`config.mk`:
```
export PLATFORM = sky130hd
export DESIGN_NAME = irq_timer_bank
export DESIGN_NICKNAME = d
export VERILOG_FILES = /design/src/rtl/timer_pkg.sv /design/src/rtl/timer_channel.sv /design/src/rtl/irq_timer_bank.sv
export SDC_FILE = /design/constraint.sdc
export NUM_CORES = 1
export LEC_CHECK = 0
export CAP_MARGIN = 20
export CORE_UTILIZATION = 35
export CTS_CLUSTER_SIZE = 28
export DETAILED_ROUTE_END_ITERATION = 10
export HOLD_SLACK_MARGIN = 0.08
export SLEW_MARGIN = 20
export SYNTH_ARGS = -nofsm -noshare
export SYNTH_HDL_FRONTEND = slang
export SYNTH_SLANG_ARGS = --single-unit
```
`constraint.sdc`:
```
create_clock -name clk_i -period 9.9 [get_ports clk_i]
set_clock_uncertainty 0.2 [all_clocks]
set_input_delay 2.97 -clock clk_i [delete_from_list [all_inputs] [get_ports clk_i]]
set_output_delay 2.97 -clock clk_i [all_outputs]
set_load 0.01 [all_outputs]
```
`src/rtl/timer_pkg.sv`:
```
// Shared register map, CTRL bit positions and channel state type for the
// interrupt timer bank.
package timer_pkg;

  localparam logic [3:0] GLOBAL_CH = 4'hF;

  localparam logic [1:0] REG_CTRL   = 2'd0;
  localparam logic [1:0] REG_COUNT  = 2'd1;
  localparam logic [1:0] REG_CMP    = 2'd2;
  localparam logic [1:0] REG_STATUS = 2'd3;

  localparam logic [1:0] GREG_PENDING = 2'd0;
  localparam logic [1:0] GREG_ENABLED = 2'd1;

  localparam int CTRL_EN       = 0;
  localparam int CTRL_PERIODIC = 1;
  localparam int CTRL_IE       = 2;
  localparam int CTRL_PRE_LSB  = 8;

  typedef enum logic [1:0] {
    IDLE = 2'd0,
    RUN  = 2'd1,
    DONE = 2'd2
  } ch_state_e;

endpackage

```
`src/rtl/timer_channel.sv`:
```
// One timer channel: prescaler, up-counter with compare, one-shot/periodic
// state machine and sticky pending flag, plus its register read value.
module timer_channel
  import timer_pkg::*;
#(
  parameter int WIDTH = 32,
  parameter int PRE_W = 8
) (
  input  logic             clk_i,
  input  logic             rst_ni,
  input  logic             wr_en_i,
  input  logic [1:0]       reg_sel_i,
  input  logic [WIDTH-1:0] wdata_i,
  input  logic             ack_i,
  output logic             pend_o,
  output logic             ie_o,
  output logic [WIDTH-1:0] rdata_o
);

  ch_state_e              state_q;
  logic                   periodic_q;
  logic                   ie_q;
  logic                   pend_q;
  logic [PRE_W-1:0]       prescale_q;
  logic [PRE_W-1:0]       pre_cnt_q;
  logic [WIDTH-1:0]       count_q;
  logic [WIDTH-1:0]       cmp_q;

  logic                   running;
  logic                   tick;
  logic                   match;
  logic                   w1c;
  logic [PRE_W-1:0]       wr_prescale;
  logic [CTRL_PRE_LSB+PRE_W-1:0] ctrl_rd;

  assign running     = (state_q == RUN);
  assign tick        = running && (pre_cnt_q == prescale_q);
  assign match       = tick && (count_q == cmp_q);
  assign w1c         = wr_en_i && (reg_sel_i == REG_STATUS) && wdata_i[0];
  assign wr_prescale = PRE_W'(wdata_i >> CTRL_PRE_LSB);

  assign pend_o = pend_q;
  assign ie_o   = ie_q;

  // EN is not stored separately: it reads back as "currently in RUN".
  always_comb begin
    ctrl_rd                             = '0;
    ctrl_rd[CTRL_EN]                    = running;
    ctrl_rd[CTRL_PERIODIC]              = periodic_q;
    ctrl_rd[CTRL_IE]                    = ie_q;
    ctrl_rd[CTRL_PRE_LSB +: PRE_W]      = prescale_q;
  end

  always_comb begin
    case (reg_sel_i)
      REG_CTRL:  rdata_o = WIDTH'(ctrl_rd);
      REG_COUNT: rdata_o = count_q;
      REG_CMP:   rdata_o = cmp_q;
      default:   rdata_o = WIDTH'(pend_q);
    endcase
  end

  // Software writes are applied last so they override the hardware update;
  // a match sets PEND even when cleared on the same edge.
  always_ff @(posedge clk_i or negedge rst_ni) begin
    if (!rst_ni) begin
      state_q    <= IDLE;
      periodic_q <= 1'b0;
      ie_q       <= 1'b0;
      pend_q     <= 1'b0;
      prescale_q <= '0;
      pre_cnt_q  <= '0;
      count_q    <= '0;
      cmp_q      <= '0;
    end else begin
      if (running) pre_cnt_q <= tick ? '0 : pre_cnt_q + 1'b1;
      if (tick) count_q <= match ? '0 : count_q + 1'b1;
      if (match && !periodic_q) state_q <= DONE;

      if (match) pend_q <= 1'b1;
      else if (ack_i || w1c) pend_q <= 1'b0;

      if (wr_en_i) begin
        case (reg_sel_i)
          REG_CTRL: begin
            state_q    <= wdata_i[CTRL_EN] ? RUN : IDLE;
            periodic_q <= wdata_i[CTRL_PERIODIC];
            ie_q       <= wdata_i[CTRL_IE];
            prescale_q <= wr_prescale;
            pre_cnt_q  <= '0;
          end
          REG_COUNT: count_q <= wdata_i;
          REG_CMP:   cmp_q   <= wdata_i;
          default:   ;
        endcase
      end
    end
  end

endmodule

```
`src/rtl/irq_timer_bank.sv`:
```
// Bank of NUM_CH interrupt timers behind a small register port, with one
// prioritised (lowest index wins) registered interrupt request and ack.
module irq_timer_bank
  import timer_pkg::*;
#(
  parameter int NUM_CH = 4,
  parameter int WIDTH  = 32,
  parameter int PRE_W  = 8,
  parameter int ID_W   = (NUM_CH > 1) ? $clog2(NUM_CH) : 1
) (
  input  logic             clk_i,
  input  logic             rst_ni,
  input  logic             wr_en_i,
  input  logic             rd_en_i,
  input  logic [7:0]       addr_i,
  input  logic [WIDTH-1:0] wdata_i,
  output logic [WIDTH-1:0] rdata_o,
  output logic             irq_o,
  output logic [ID_W-1:0]  irq_id_o,
  input  logic             irq_ack_i
);

  logic [3:0]        ch_sel;
  logic [1:0]        reg_sel;
  logic [NUM_CH-1:0] pend_vec;
  logic [NUM_CH-1:0] ie_vec;
  logic [NUM_CH-1:0] active_vec;
  logic [WIDTH-1:0]  ch_rdata [NUM_CH];
  logic              irq_q;
  logic [ID_W-1:0]   irq_id_q;
  logic              prio_any;
  logic [ID_W-1:0]   prio_id;
  logic              unused_addr;

  assign ch_sel      = addr_i[7:4];
  assign reg_sel     = addr_i[3:2];
  assign unused_addr = ^addr_i[1:0];
  assign active_vec  = pend_vec & ie_vec;

  for (genvar i = 0; i < NUM_CH; i++) begin : g_ch
    logic wr_sel;
    logic ack_sel;
    assign wr_sel  = wr_en_i && (ch_sel == 4'(i));
    assign ack_sel = irq_ack_i && irq_q && (irq_id_q == ID_W'(i));

    timer_channel #(
      .WIDTH (WIDTH),
      .PRE_W (PRE_W)
    ) u_ch (
      .clk_i     (clk_i),
      .rst_ni    (rst_ni),
      .wr_en_i   (wr_sel),
      .reg_sel_i (reg_sel),
      .wdata_i   (wdata_i),
      .ack_i     (ack_sel),
      .pend_o    (pend_vec[i]),
      .ie_o      (ie_vec[i]),
      .rdata_o   (ch_rdata[i])
    );
  end

  // Scan downwards so the lowest pending index is the last one assigned.
  always_comb begin
    prio_any = 1'b0;
    prio_id  = '0;
    for (int i = NUM_CH - 1; i >= 0; i--) begin
      if (active_vec[i]) begin
        prio_any = 1'b1;
        prio_id  = ID_W'(i);
      end
    end
  end

  always_comb begin
    rdata_o = '0;
    if (rd_en_i) begin
      if (ch_sel == GLOBAL_CH) begin
        case (reg_sel)
          GREG_PENDING: rdata_o = WIDTH'(pend_vec);
          GREG_ENABLED: rdata_o = WIDTH'(active_vec);
          default:      rdata_o = '0;
        endcase
      end else begin
        for (int i = 0; i < NUM_CH; i++) begin
          if (ch_sel == 4'(i)) rdata_o = ch_rdata[i];
        end
      end
    end
  end

  always_ff @(posedge clk_i or negedge rst_ni) begin
    if (!rst_ni) begin
      irq_q    <= 1'b0;
      irq_id_q <= '0;
    end else begin
      irq_q <= prio_any;
      if (prio_any) irq_id_q <= prio_id;
    end
  end

  assign irq_o    = irq_q;
  assign irq_id_o = irq_id_q;

endmodule

```
==> Yosys cells after proc, flatten, opt, wreduce, memory -nomap -nowiden <==
Cells that the tools add are included.
{ "word_totals": {"romBits": 0, "mem_count": 0, "output_inout_bits": 35, "word_cells": 189, "latch_bits": 0, "mem_bits_rw": 0, "ff_bits": 343, "inputBits": 45} }
{ "classes": {"n_shift": 0, "reduce_logical": 52, "eq_ne": 22, "bitwise": 1, "muxes": 72, "n_div": 0, "addsub": 8, "mul": 0, "n_lt_le_gt_ge": 0} }
{ "ops": {"columns": ["cell", "count"], "rows": [
  ["two-way mux 32 bit", 22],
  ["one-hot mux 32 bit (3 select lines)", 4],
  ["adder 32 x 1 -> 32 bit (second input constant)", 4],
  ["equality test 32 bit", 4],
  ["two-way mux 8 bit", 16],
  ["adder 8 x 1 -> 8 bit (second input constant)", 4],
  ["equality test 8 bit", 4],
  ["two-way mux 2 bit", 16],
  ["logical AND 1 bit", 29],
  ["AND reduction 2 bit", 8],
  ["two-way mux 1 bit", 13],
  ["equality test 2 x 1 -> 1 bit (second input constant)", 6],
  ["equality test 2 bit (second input constant)", 4],
  ["equality test 4 x 2 -> 1 bit (second input constant)", 2],
  ["one-hot mux 4 bit (2 select lines)", 1],
  ["nonzero test 2 bit", 4],
  ["AND 4 bit", 1],
  ["equality test 4 x 1 -> 1 bit (second input constant)", 1],
  ["equality test 4 bit (second input constant)", 1],
  ["logical NOT 1 bit", 4],
  ["logical NOT 2 bit", 2],
  ["logical NOT 4 bit", 1],
  ["logical OR 1 bit", 4]
]} }

==> Depth between registers and ports, before layout <==
{ "depth": {"word_depth": 8, "mapped_depth": 10, "ltp_nobuf": 7} }

==> Hierarchy <==
Synthesis repeated with hierarchy kept, for this count alone.
{ "hier_totals": {"hier_cells": 2244, "area_unflattened_um2": 21754.6} }
{ "modules_own_cells": {"columns": ["mod", "seq_area_each_um2", "cells_each", "area_per_inst_um2", "n_inst"], "rows": [
  ["timer_channel (g_ch[0].u_ch ...)", 2127.0, 505, 5082.4, 2],
  ["timer_channel (g_ch[2].u_ch ...)", 2127.0, 507, 5062.4, 2],
  ["irq_timer_bank", 75.1, 220, 1465.2, 1]
]} }

==> Worst setup path after synthesis <==
Ideal clock, no wire load.
{ "synth_path": {"path_type": "input -> output", "from": "input addr_i[3]", "to": "output rdata_o[2]", "path_stages": 9, "setup_slack_ps": 2007, "n_path_buf": 4, "t_required_ps": 6730, "arrival_time_ps": 4723, "path_cell_list": "clkbuf_1 > nor2b_1 > clkbuf_1 > clkbuf_1 > clkbuf_1 > a21oi_1 > o21ai_0 > o2111ai_1 > a21boi_0"} }
{ "synth_via": {"elab_chain_len": 8, "elab_cells_between_ends": 14, "cone_classes": "2 x eq/ne; 11 x mux; 1 x reduce/logical"} }
{ "synth_rtl": {"columns": ["item", "line", "text"], "rows": [
  ["from (decl)", "irq_timer_bank.sv:15", "input logic [7:0] addr_i,"],
  ["equality test 2 bit, or another cell as far along", "timer_channel.sv:55", "case (reg_sel_i)"],
  ["one-hot mux 32 bit (3 select lines)", "timer_channel.sv:55", null],
  ["two-way mux 32 bit (4 in a row)", "irq_timer_bank.sv:85", "if (ch_sel == 4'(i)) rdata_o = ch_rdata[i];"],
  ["two-way mux 32 bit (*)", "irq_timer_bank.sv:77", "if (ch_sel == GLOBAL_CH) begin"],
  ["two-way mux 32 bit (*)", "irq_timer_bank.sv:76", "if (rd_en_i) begin"],
  ["to (decl)", "irq_timer_bank.sv:17", "output logic [WIDTH-1:0] rdata_o,"]
]} }
Every way passes the cells marked *; elsewhere a longest branch is shown, timed or not.

==> Final worst setup path <==
Same ends and word-level chain as after synthesis.

==> impl_results.rst <==
.. list-table::
   :header-rows: 1

   * - Metric
     - Value
   * - Outcome
     - complete, no violations
   * - Area added between synthesis and finish
     - 13.9%
   * - Final worst slack
     - 0.752 ns
   * - Top Ports
     - 80
   * - Depth of the critical timing path with buffers and inverters included
     - 8
   * - Post-placement worst setup slack
     - 0.821 ns
   * - Total power per unit cell area
     - 197 nW/um^2
   * - Fraction of power spent switching nets
     - 33.2%
   * - Total vias in the final route
     - 17.4k
   * - Final routed wire length divided by cell count
     - 22.8 microns
   * - Final hold violations
     - 0
   * - Minimum period implied by the final worst setup slack
     - 9.15 ns
   * - Starting utilization of the core area
     - 35.5%
   * - Endpoint of the most critical setup path
     - rdata_o[2]
   * - Number of antenna violations at the first check in global routing
     - 2
   * - List of cells traversed by the critical path
     - buf_2 > nor2b_4 > buf_4 > a211oi_1 > a21oi_1 > o2111ai_1 > a21boi_0 > clkdlybuf4s50_1
   * - Core Area
     - 57900 sq um
   * - Largest net degree at the start of global routing
     - 102
   * - P_sw
     - 1.53 mW
   * - Overall die area
     - 59800 sq um
   * - Layout filler cell count
     - 5743
   * - Most frequently used cell type in the post-synthesis netlist
     - dfrtp_1
   * - Crit. End Element
     - output pin
   * - Average vias per placed instance
     - 5.86
   * - Sequential Power Share
     - 43.8%
   * - Fin. max-slew vios
     - 0
   * - # DRC
     - 0
   * - Cell area after synthesis
     - 20600 sq um
   * - Buf+Inv Stages, Crit Path
     - 3
   * - Seq/Total Area, Yosys
     - 41.7%
   * - Total length of routed wires
     - 67800 microns
   * - Reported max-cap violation count
     - 0
   * - Transition time at the pin with the least slew margin
     - 1.15 ns
   * - CP Launch Point
     - addr_i[3]
   * - HPWL after detailed placement
     - 48100 microns
   * - Count of instances resized after the clock tree is built
     - 0
   * - Cell type with the highest aggregate area in the netlist
     - dfrtp_1
   * - Worst supply voltage drop on vdd
     - 118 uV
   * - Cell internal pwr
     - 3.08 mW
   * - Kind of path behind the tightest hold check
     - flop to flop
   * - Number of enable-type register cells in the synthesized netlist
     - 0
   * - Primary flip-flop cell chosen by synthesis mapping
     - dfrtp_1
   * - Synth Warn #
     - 0
   * - Syn_nets
     - 2243
   * - Number of distinct library cells after synthesis
     - 60
   * - Chip width
     - 245 microns
   * - Clk network pwr share
     - 34.8%
   * - CP top delay family
     - buffers and inverters
   * - Chip height
     - 245 microns
   * - # port buffers
     - 77
   * - Maximum fanout count along the critical path
     - 27
   * - Max clock buf depth
     - 3
   * - Depth of the CTS H-tree
     - 2
   * - Area share of the largest cell type after synthesis
     - 41.7%
   * - ANT nets after route
     - 0
   * - Number of iterations in the first detailed-routing pass
     - 5
   * - Most used standard cells in the synthesized netlist
     - dfrtp_1 (343), nand2_1 (224), xor2_1 (184)
   * - Slowest cell delay on critical path
     - 0.78 ns
   * - Post-layout nets
     - 2232
   * - Crit share post-route
     - 92.4%
   * - Global route total overflow
     - 0
   * - Clock-pin slew on the worst setup and hold paths
     - 0.06 ns
   * - Combinational cell fraction of total power
     - 21.4%
   * - Final core utilization
     - 40.5%
   * - Reg2Reg Launch Point
     - g_ch[0].u_ch.count_q[1]$_DFF_PN0_
   * - Async S/R FF share, synth
     - 100%
   * - Path type of the worst setup path
     - primary input to output pin
   * - Number of setup violations in the final report
     - 0
   * - Slowest cell on crit path
     - nor2b_4
   * - Clock Sink Count
     - 343
   * - TritonCTS clock tree
     - yes
   * - Final RePlAce weighted congestion
     - 0.938
   * - Minimum setup slack among reg-to-reg paths
     - 6.24 ns
   * - Max transition margin
     - 23.3%
   * - Startpoint Class
     - primary input
   * - Arrival time of the worst setup path
     - 5.98 ns
   * - Number of buffers inserted to repair setup after CTS
     - 0
   * - Cts hold-fix bufs
     - 0
   * - Total clock buffers created by CTS
     - 42
   * - Maximum clock rate
     - 0.109 GHz
   * - Synthesized area per cell
     - 9.40 sq um
   * - Synthesized flop and latch total
     - 343
   * - Clock latency at the later pin of the worst-skew pair
     - 0.57 ns
   * - Vias in the first global route
     - 17.0k
   * - Worst Reg2Reg Path Length in Cells
     - 6
   * - Number of rows in the core area
     - 88
   * - Cells taking the most area after synthesis
     - dfrtp_1 (42%), mux2_2 (8.0%), xor2_1 (7.8%), xnor2_1 (4.5%), nand2_1 (4.1%)
   * - Leakage Power
     - 9.68 nW
   * - Ratio of cells with drive above 1 in the final layout
     - 12.8%
   * - Number of DRC markers after the initial detailed-route iteration
     - 1646
   * - Setup TNS
     - 0 ns
   * - Data required time of the worst path
     - 6.73 ns
   * - Global-route total usage across every layer
     - 22.7%
   * - Clock root buffer
     - clkbuf_16
   * - Unrepaired setup endpoints after global routing
     - false
   * - Endpoint of the most critical register-to-register path
     - g_ch[0].u_ch.state_q[0]$_DFF_PN0_
   * - Wire length of the first global-routing pass
     - 104000 microns
   * - Gate count after technology mapping
     - 2190
==> per-layer routing <==
layer	global-route usage [%]	part of all wire (%)	vias up
met5	0	0.015	-
met4	8.71	3.5	2
met3	3.42	6.4	124
met2	34.7	45	623
met1	32.1	45	8804
li1	-	-	7877
==> state kept, by name, indices dropped and copies added (netlist names) <==
register              count
g_ch.u_ch.prescale_q     32
irq_o                     1
g_ch.u_ch.pre_cnt_q      32
g_ch.u_ch.periodic_q      4
g_ch.u_ch.state_q         8
g_ch.u_ch.cmp_q         128
g_ch.u_ch.ie_o            4
g_ch.u_ch.pend_o          4
irq_id_o                  2
g_ch.u_ch.count_q       128
==> cell families (layout without fill, tap and decap cells) <==
group,count (synthesis),after routing,synth area share (%)
buf+inv,185,204,3.54
other cells,0,1,0
compound gates,435,435,14.2
xor+xnor,291,291,12.4
mux,192,192,10.3
fa+ha+maj,8,8,0.486
flops,343,343,41.7
simple gates,736,736,17.4
==> power groups by stage <==
stage	Clock, mW	Combinational (mW)	Sequential (mW)
2_1_floorplan	0	0.726	1.90
3_3_place_gp	0	0.953	2.02
3_5_place_dp	0	0.972	2.04
4_1_cts	1.63	0.980	2.02
5_1_grt	1.68	1.09	2.06
6_report	1.60	0.988	2.02
==> cell usage in the layout (no fill, tap or decap), types with 9 or more instances in the layout <==
master,n
nand4_1,71
nand3_1,90
xor2_1,184
and4_1,17
a21oi_1,98
buf_4,35
dfrtp_1,343
a221oi_1,21
nor2_1,151
a22oi_1,46
and2_1,10
clkdlybuf4s50_1,72
clkbuf_1,10
o31ai_1,15
nor4_1,37
nor2b_1,9
a22o_1,24
a211oi_1,92
mux2_2,146
xnor2_1,106
clkbuf_8,14
nor3_1,43
o21ai_0,65
o211ai_1,34
mux2i_1,45
clkbuf_16,45
nand2b_1,13
inv_1,15
nand2_1,224
and3_1,34
==> per-stage QoR <==
step / hold slack [ns] / cell area [sq um] / total power, mW / std cells
after detailed placement: 0.300 / 22000 / 3.01 / 2900
after global placement: 0.290 / 22000 / 2.98 / 2900
after global routing: 0.331 / 23500 / 4.83 / 2974
after CTS: 0.312 / 23400 / 4.62 / 2974
final: 0.309 / 23500 / 4.62 / 2975
after floorplan: 0.268 / 20600 / 2.63 / 2190
==> cell type report <==
type	instances	area, sq um	area share [%]
Antenna cell	1	2.50	0.0107
Clock buffer	69	1360	5.78
Clock inverter	5	75.1	0.320
Inverter	16	60.1	0.256
Multi-Input combinational cell	1662	11400	48.4
Sequential cell	343	8580	36.6
Tap cell	765	957	4.08
Timing Repair Buffer	114	1060	4.51
==> worst min-delay path by stage <==
stage                                         from                                   to  slack, ns  cells after the start
2_1_floorplan  g_ch[0].u_ch.periodic_q$_DFFE_PN0P_  g_ch[0].u_ch.periodic_q$_DFFE_PN0P_       0.27                      2
3_3_place_gp     g_ch[2].u_ch.state_q[1]$_DFF_PN0_    g_ch[2].u_ch.state_q[1]$_DFF_PN0_       0.29                      1
3_5_place_dp   g_ch[0].u_ch.periodic_q$_DFFE_PN0P_  g_ch[0].u_ch.periodic_q$_DFFE_PN0P_       0.30                      2
4_1_cts          g_ch[0].u_ch.state_q[1]$_DFF_PN0_    g_ch[0].u_ch.state_q[1]$_DFF_PN0_       0.31                      1
5_1_grt          g_ch[0].u_ch.state_q[1]$_DFF_PN0_    g_ch[0].u_ch.state_q[1]$_DFF_PN0_       0.33                      1
6_report         g_ch[2].u_ch.state_q[1]$_DFF_PN0_    g_ch[2].u_ch.state_q[1]$_DFF_PN0_       0.31                      1
Note: power is estimated with default switching activity, not from simulation.
